$ cat src/rtl/program_loader.sv
// program_loader: streams a host program into instruction memory while holding the CPU in reset
module program_loader #(
    parameter int ADDR_W   = 8,
    parameter int HOLD_CYC = 4,
    parameter int TIMEOUT  = 1024
) (
    input  logic              clk,
    input  logic              rst,
    input  logic              start,
    input  logic [ADDR_W-1:0] len,
    input  logic              in_valid,
    input  logic [31:0]       in_data,
    output logic              in_ready,
    output logic              imem_we,
    output logic [ADDR_W-1:0] imem_addr,
    output logic [31:0]       imem_wdata,
    output logic              cpu_rst,
    output logic              busy,
    output logic              done,
    output logic              error
);
    localparam int TO_W = $clog2(TIMEOUT + 1);
    localparam int HW   = $clog2(HOLD_CYC + 1);

    typedef enum logic [1:0] {IDLE, LOAD, RELEASE, RUN} state_t;

    state_t            state_q, state_d;
    logic [ADDR_W-1:0] cnt_q, cnt_d, len_q, len_d, addr_q, addr_d;
    logic [TO_W-1:0]   to_q, to_d;
    logic [HW-1:0]     hold_q, hold_d;
    logic [31:0]       wdata_q, wdata_d;
    logic              we_q, we_d, cpu_rst_q, cpu_rst_d, busy_q, busy_d;
    logic              done_q, done_d, error_q, error_d;
    logic              accept;

    assign in_ready   = state_q == LOAD;
    assign accept     = in_valid && in_ready;
    assign imem_we    = we_q;
    assign imem_addr  = addr_q;
    assign imem_wdata = wdata_q;
    assign cpu_rst    = cpu_rst_q;
    assign busy       = busy_q;
    assign done       = done_q;
    assign error      = error_q;

    // Next state, counters and registered outputs; CPU is released only after a full load plus the hold window
    always_comb begin
        state_d = state_q;
        cnt_d   = cnt_q;
        len_d   = len_q;
        to_d    = to_q;
        hold_d  = hold_q;
        we_d    = 1'b0;
        addr_d  = addr_q;
        wdata_d = wdata_q;
        done_d  = 1'b0;
        error_d = 1'b0;
        case (state_q)
            IDLE, RUN: begin
                if (start && len == '0) begin
                    error_d = 1'b1;
                end else if (start) begin
                    state_d = LOAD;
                    cnt_d   = '0;
                    to_d    = '0;
                    len_d   = len;
                end
            end
            LOAD: begin
                if (accept) begin
                    we_d    = 1'b1;
                    addr_d  = cnt_q;
                    wdata_d = in_data;
                    cnt_d   = cnt_q + ADDR_W'(1);
                    to_d    = '0;
                    if (cnt_q == len_q - ADDR_W'(1)) begin
                        state_d = RELEASE;
                        hold_d  = '0;
                    end
                end else if (to_q == TO_W'(TIMEOUT - 1)) begin
                    error_d = 1'b1;
                    state_d = IDLE;
                end else begin
                    to_d = to_q + TO_W'(1);
                end
            end
            RELEASE: begin
                if (hold_q == HW'(HOLD_CYC - 1)) begin
                    state_d = RUN;
                    done_d  = 1'b1;
                end else begin
                    hold_d = hold_q + HW'(1);
                end
            end
            default: state_d = IDLE;
        endcase
        cpu_rst_d = state_d != RUN;
        busy_d    = state_d == LOAD || state_d == RELEASE;
    end

    // State and output registers; reset holds the CPU in reset and cancels any load in flight
    always_ff @(posedge clk or posedge rst) begin
        if (rst) begin
            state_q   <= IDLE;
            cnt_q     <= '0;
            len_q     <= '0;
            to_q      <= '0;
            hold_q    <= '0;
            we_q      <= 1'b0;
            addr_q    <= '0;
            wdata_q   <= '0;
            cpu_rst_q <= 1'b1;
            busy_q    <= 1'b0;
            done_q    <= 1'b0;
            error_q   <= 1'b0;
        end else begin
            state_q   <= state_d;
            cnt_q     <= cnt_d;
            len_q     <= len_d;
            to_q      <= to_d;
            hold_q    <= hold_d;
            we_q      <= we_d;
            addr_q    <= addr_d;
            wdata_q   <= wdata_d;
            cpu_rst_q <= cpu_rst_d;
            busy_q    <= busy_d;
            done_q    <= done_d;
            error_q   <= error_d;
        end
    end
endmodule

$ cat config.mk
export PLATFORM = sky130hd
export DESIGN_NAME = program_loader
export DESIGN_NICKNAME = d
export VERILOG_FILES = /design/src/rtl/program_loader.sv
export SDC_FILE = /design/constraint.sdc
export NUM_CORES = 1
export LEC_CHECK = 0
export CAP_MARGIN = 20
export CORE_MARGIN = 2
export CORE_UTILIZATION = 53
export CTS_CLUSTER_SIZE = 8
export DETAILED_ROUTE_END_ITERATION = 16
export GPL_TIMING_DRIVEN = 0
export PLACE_DENSITY = 0.93
export SLEW_MARGIN = 20
export SYNTH_ARGS = -nofsm -noshare
export SYNTH_HDL_FRONTEND = slang
export SYNTH_SLANG_ARGS = --single-unit
$ cat constraint.sdc
create_clock -name clk -period 4 [get_ports clk]
set_clock_uncertainty 0.2 [all_clocks]
set_input_delay 0.4 -clock clk [delete_from_list [all_inputs] [get_ports clk]]
set_output_delay 0.4 -clock clk [all_outputs]
set_load 0.02 [all_outputs]
==> results_dict.tcl <==
set metrics [dict create \
    status "finished, final reports clean" \
    portBuffers 89 \
    drc 0 \
    grt_pass1_vias 2824 \
    n_antenna_cell 0 \
    clockPowerShare 0.190 \
    period_needed_ns 2.68 \
    area_delta_synth_final_pct 35.0 \
    die_h_um 86.0 \
    dp_cells 466 \
    clkLatencyLatePin_ns 0.36 \
    cts_resized 0 \
    slew_viol_final 0 \
    synth.most_common_cell "dfrtp_1" \
    drtIter0Drc 177 \
    dieWidth_um 86.0 \
    netlist.top_cell.by_area "dfrtp_1" \
    syn_inst 299 \
    clock-sinks 77 \
    htreeDepth 3 \
    layoutNonFillerInstCount 482 \
    worstPathMaxFanout 8 \
    start_util 0.555 \
    grt_start_max_net_pins 56 \
    cts.clk_slew.worst_paths_ns 0.09 \
    fmax_mhz 374 \
    die-area_mm2 0.00740 \
    wl_per_cell_um 17.6 \
    ys_types 47 \
    post-cts-setup-buffer-count 0 \
    synth-edff-count 0 \
    p_leak_nw 2.04 \
    slew_headroom 0.589 \
    place.gp.congestion 0.848 \
    fin_util 0.749 \
    drt_first_pass_iters 4 \
    antenna_found_initial 0 \
    synthTopCellsByArea "dfrtp_1 53%, mux2_2 14%, ha_1 2.8%, xnor2_1 2.5%, o21ai_0 2.2%" \
    wl_mm 8.50 \
    yosysTopAreaCellShare 0.534 \
    synth_commonest_cells "76 x dfrtp_1, 45 x mux2_2, 21 x nand2_1" \
    critPathLaunchType "register" \
    worstPathArrival_ns 2.71 \
    synthesis.nets 351 \
    startpoint "state_q[1]$_DFF_PP0_" \
    powerDensity_mw_per_mm2 742 \
    internal-power_mw 2.22 \
    crit_path_end_kind "register" \
    hp-class "input pin to asynchronous set/reset pin" \
    ys_seq_area_frac 0.541 \
    tritoncts "built" \
    vdd_drop_max_mv 0.518 \
    r2r-start "state_q[1]$_DFF_PP0_" \
    cts_buffer_depth 2 \
    worst_slew_pin_slew_ns 0.617 \
    critical_path_class "register to register" \
    synth-seq-cells 77 \
    swShare 0.378 \
    root_buffer "clkbuf_8" \
    vias_per_cell 5.75 \
    grt_overflow 0 \
    synth_flop_cell "dfrtp_1" \
    drtAntennaViolNets 0 \
    power_frac_comb 0.467 \
    final_nets 452 \
    rsz0062_at_grt "false" \
    r2r_end "cnt_q[7]$_DFFE_PP0P_" \
    drive_above_1_share 0.195 \
    seq_power_share 0.343 \
    worstRegToRegCells 7 \
    setup_viol 0 \
    grt_use_total 0.245 \
    final.period_utilization 0.669 \
    vias 2772 \
    std_cell_rows 29 \
    cap_violations 0 \
    finalSetupTns_ns 0 \
    worstPathRequired_ns 4.03 \
    whs_ns 0.163 \
    synth_area_per_cell_um2 11.9 \
    ctsHoldBuffers 0 \
    r2r_slack_ns 1.32 \
    switchingPower_mw 1.35 \
    ys_async_sr_fraction 1.00 \
    io_pins 90 \
    final-hold-violation-count 0 \
    hpwl_mm 6.26 \
    numCtsBuffers 9 \
    grt_first_pass_wirelength_mm 13.7 \
    yosysWarnings 0 \
    worstSetupEndpoint "cnt_q[7]$_DFFE_PP0P_" \
    core-area_mm2 0.00642 \
    netlist_area_mm2 0.00356 \
]
[logic make-up (layout without fill, tap and decap cells)]
group / Yosys count / after routing / synth area share
compound gates: 51 / 51 / 0.0993
xor+xnor: 15 / 15 / 0.0369
fa+ha+maj: 8 / 8 / 0.0281
buf+inv: 22 / 128 / 0.0263
flops: 77 / 77 / 0.541
mux: 48 / 48 / 0.152
simple gates: 78 / 78 / 0.117
[power groups by stage]
stage | clock network, mW | registers (mW) | logic [mW]
final | 0.677 | 1.23 | 1.67
after global routing | 0.723 | 1.25 | 1.79
after CTS | 0.686 | 1.23 | 1.68
after detailed placement | 0 | 1.24 | 1.66
after global placement | 0 | 1.21 | 1.60
after floorplan | 0 | 1.43 | 0.806
[worst min path at each step]
stage                                     end                      from  depth (start not counted)  slack (ns)
floorplan                 to_q[6]$_DFFE_PP0P_       to_q[6]$_DFFE_PP0P_                          1        0.24
global placement     imem_addr[6]$_DFFE_PP0P_  imem_addr[6]$_DFFE_PP0P_                          2        0.27
CTS                 imem_wdata[3]$_DFFE_PP0P_                       rst                          2        0.16
detailed placement   imem_addr[6]$_DFFE_PP0P_  imem_addr[6]$_DFFE_PP0P_                          2        0.28
finish              imem_wdata[5]$_DFFE_PP0P_                       rst                          2        0.16
global route        imem_wdata[5]$_DFFE_PP0P_                       rst                          2        0.17
[state kept, by name, summed over array words and instances, names as in the netlist]
register and cells:
error 1, len_q 8, hold_q 3, cnt_q 8, imem_we 1, imem_wdata 32, done 1, cpu_rst 1
to_q 11, imem_addr 8, busy 1, state_q 2
[routing by layer]
metal,up-vias,track usage,share of wire
met2,81,0.427,0.55
li1,1278,-,-
met3,30,0.0472,0.036
met1,1383,0.283,0.38
met4,0,0.131,0.039
met5,-,0,0
[cell type report]
| type | instances | area, um2 |
|---|---|---|
| buffer | 9 | 45.0 |
| clock buffer | 10 | 138 |
| clock inverter | 6 | 93.8 |
| fill | 392 | 1610 |
| inverter | 13 | 51.3 |
| multi-input combinational | 200 | 1540 |
| sequential | 77 | 1930 |
| tap | 77 | 96.3 |
| timing repair buffer | 90 | 918 |
[critical path, cell delays in order, from the launching register on]
cell	delay [ns]
dfrtp_1	0.42
ha_1	0.34
nand2_1	0.06
a21oi_1	0.49
o21ai_1	0.37
nor4_1	0.43
xnor2_1	0.18
nor2_1	0.05
[cells in the final DEF, fill, tap and decap left out, drive strengths merged, types with 3 or more instances in the layout]
master         count
dfrtp             76
inv               15
nand2             21
nor2              17
nor2b              4
nand3             10
o31ai              4
buf                7
nor3               6
a21oi              7
o211ai             3
clkbuf            13
mux2              46
xnor2             10
nand4              3
nor4               4
a31oi              6
nor3b              3
ha                 8
xor2               5
nand2b             3
o21ai             18
clkdlybuf4s50     89
[metrics by stage]
step / instance area, um2 / power, mW / worst slack, ns
6_report: 4810 / 3.57 / 1.32
5_1_grt: 4810 / 3.77 / 1.14
4_1_cts: 4810 / 3.59 / 1.36
3_5_place_dp: 4580 / 2.90 / 1.04
3_3_place_gp: 4550 / 2.81 / 0.273
2_1_floorplan: 3560 / 2.24 / 1.43
Note: power is estimated with default switching activity, not from simulation.
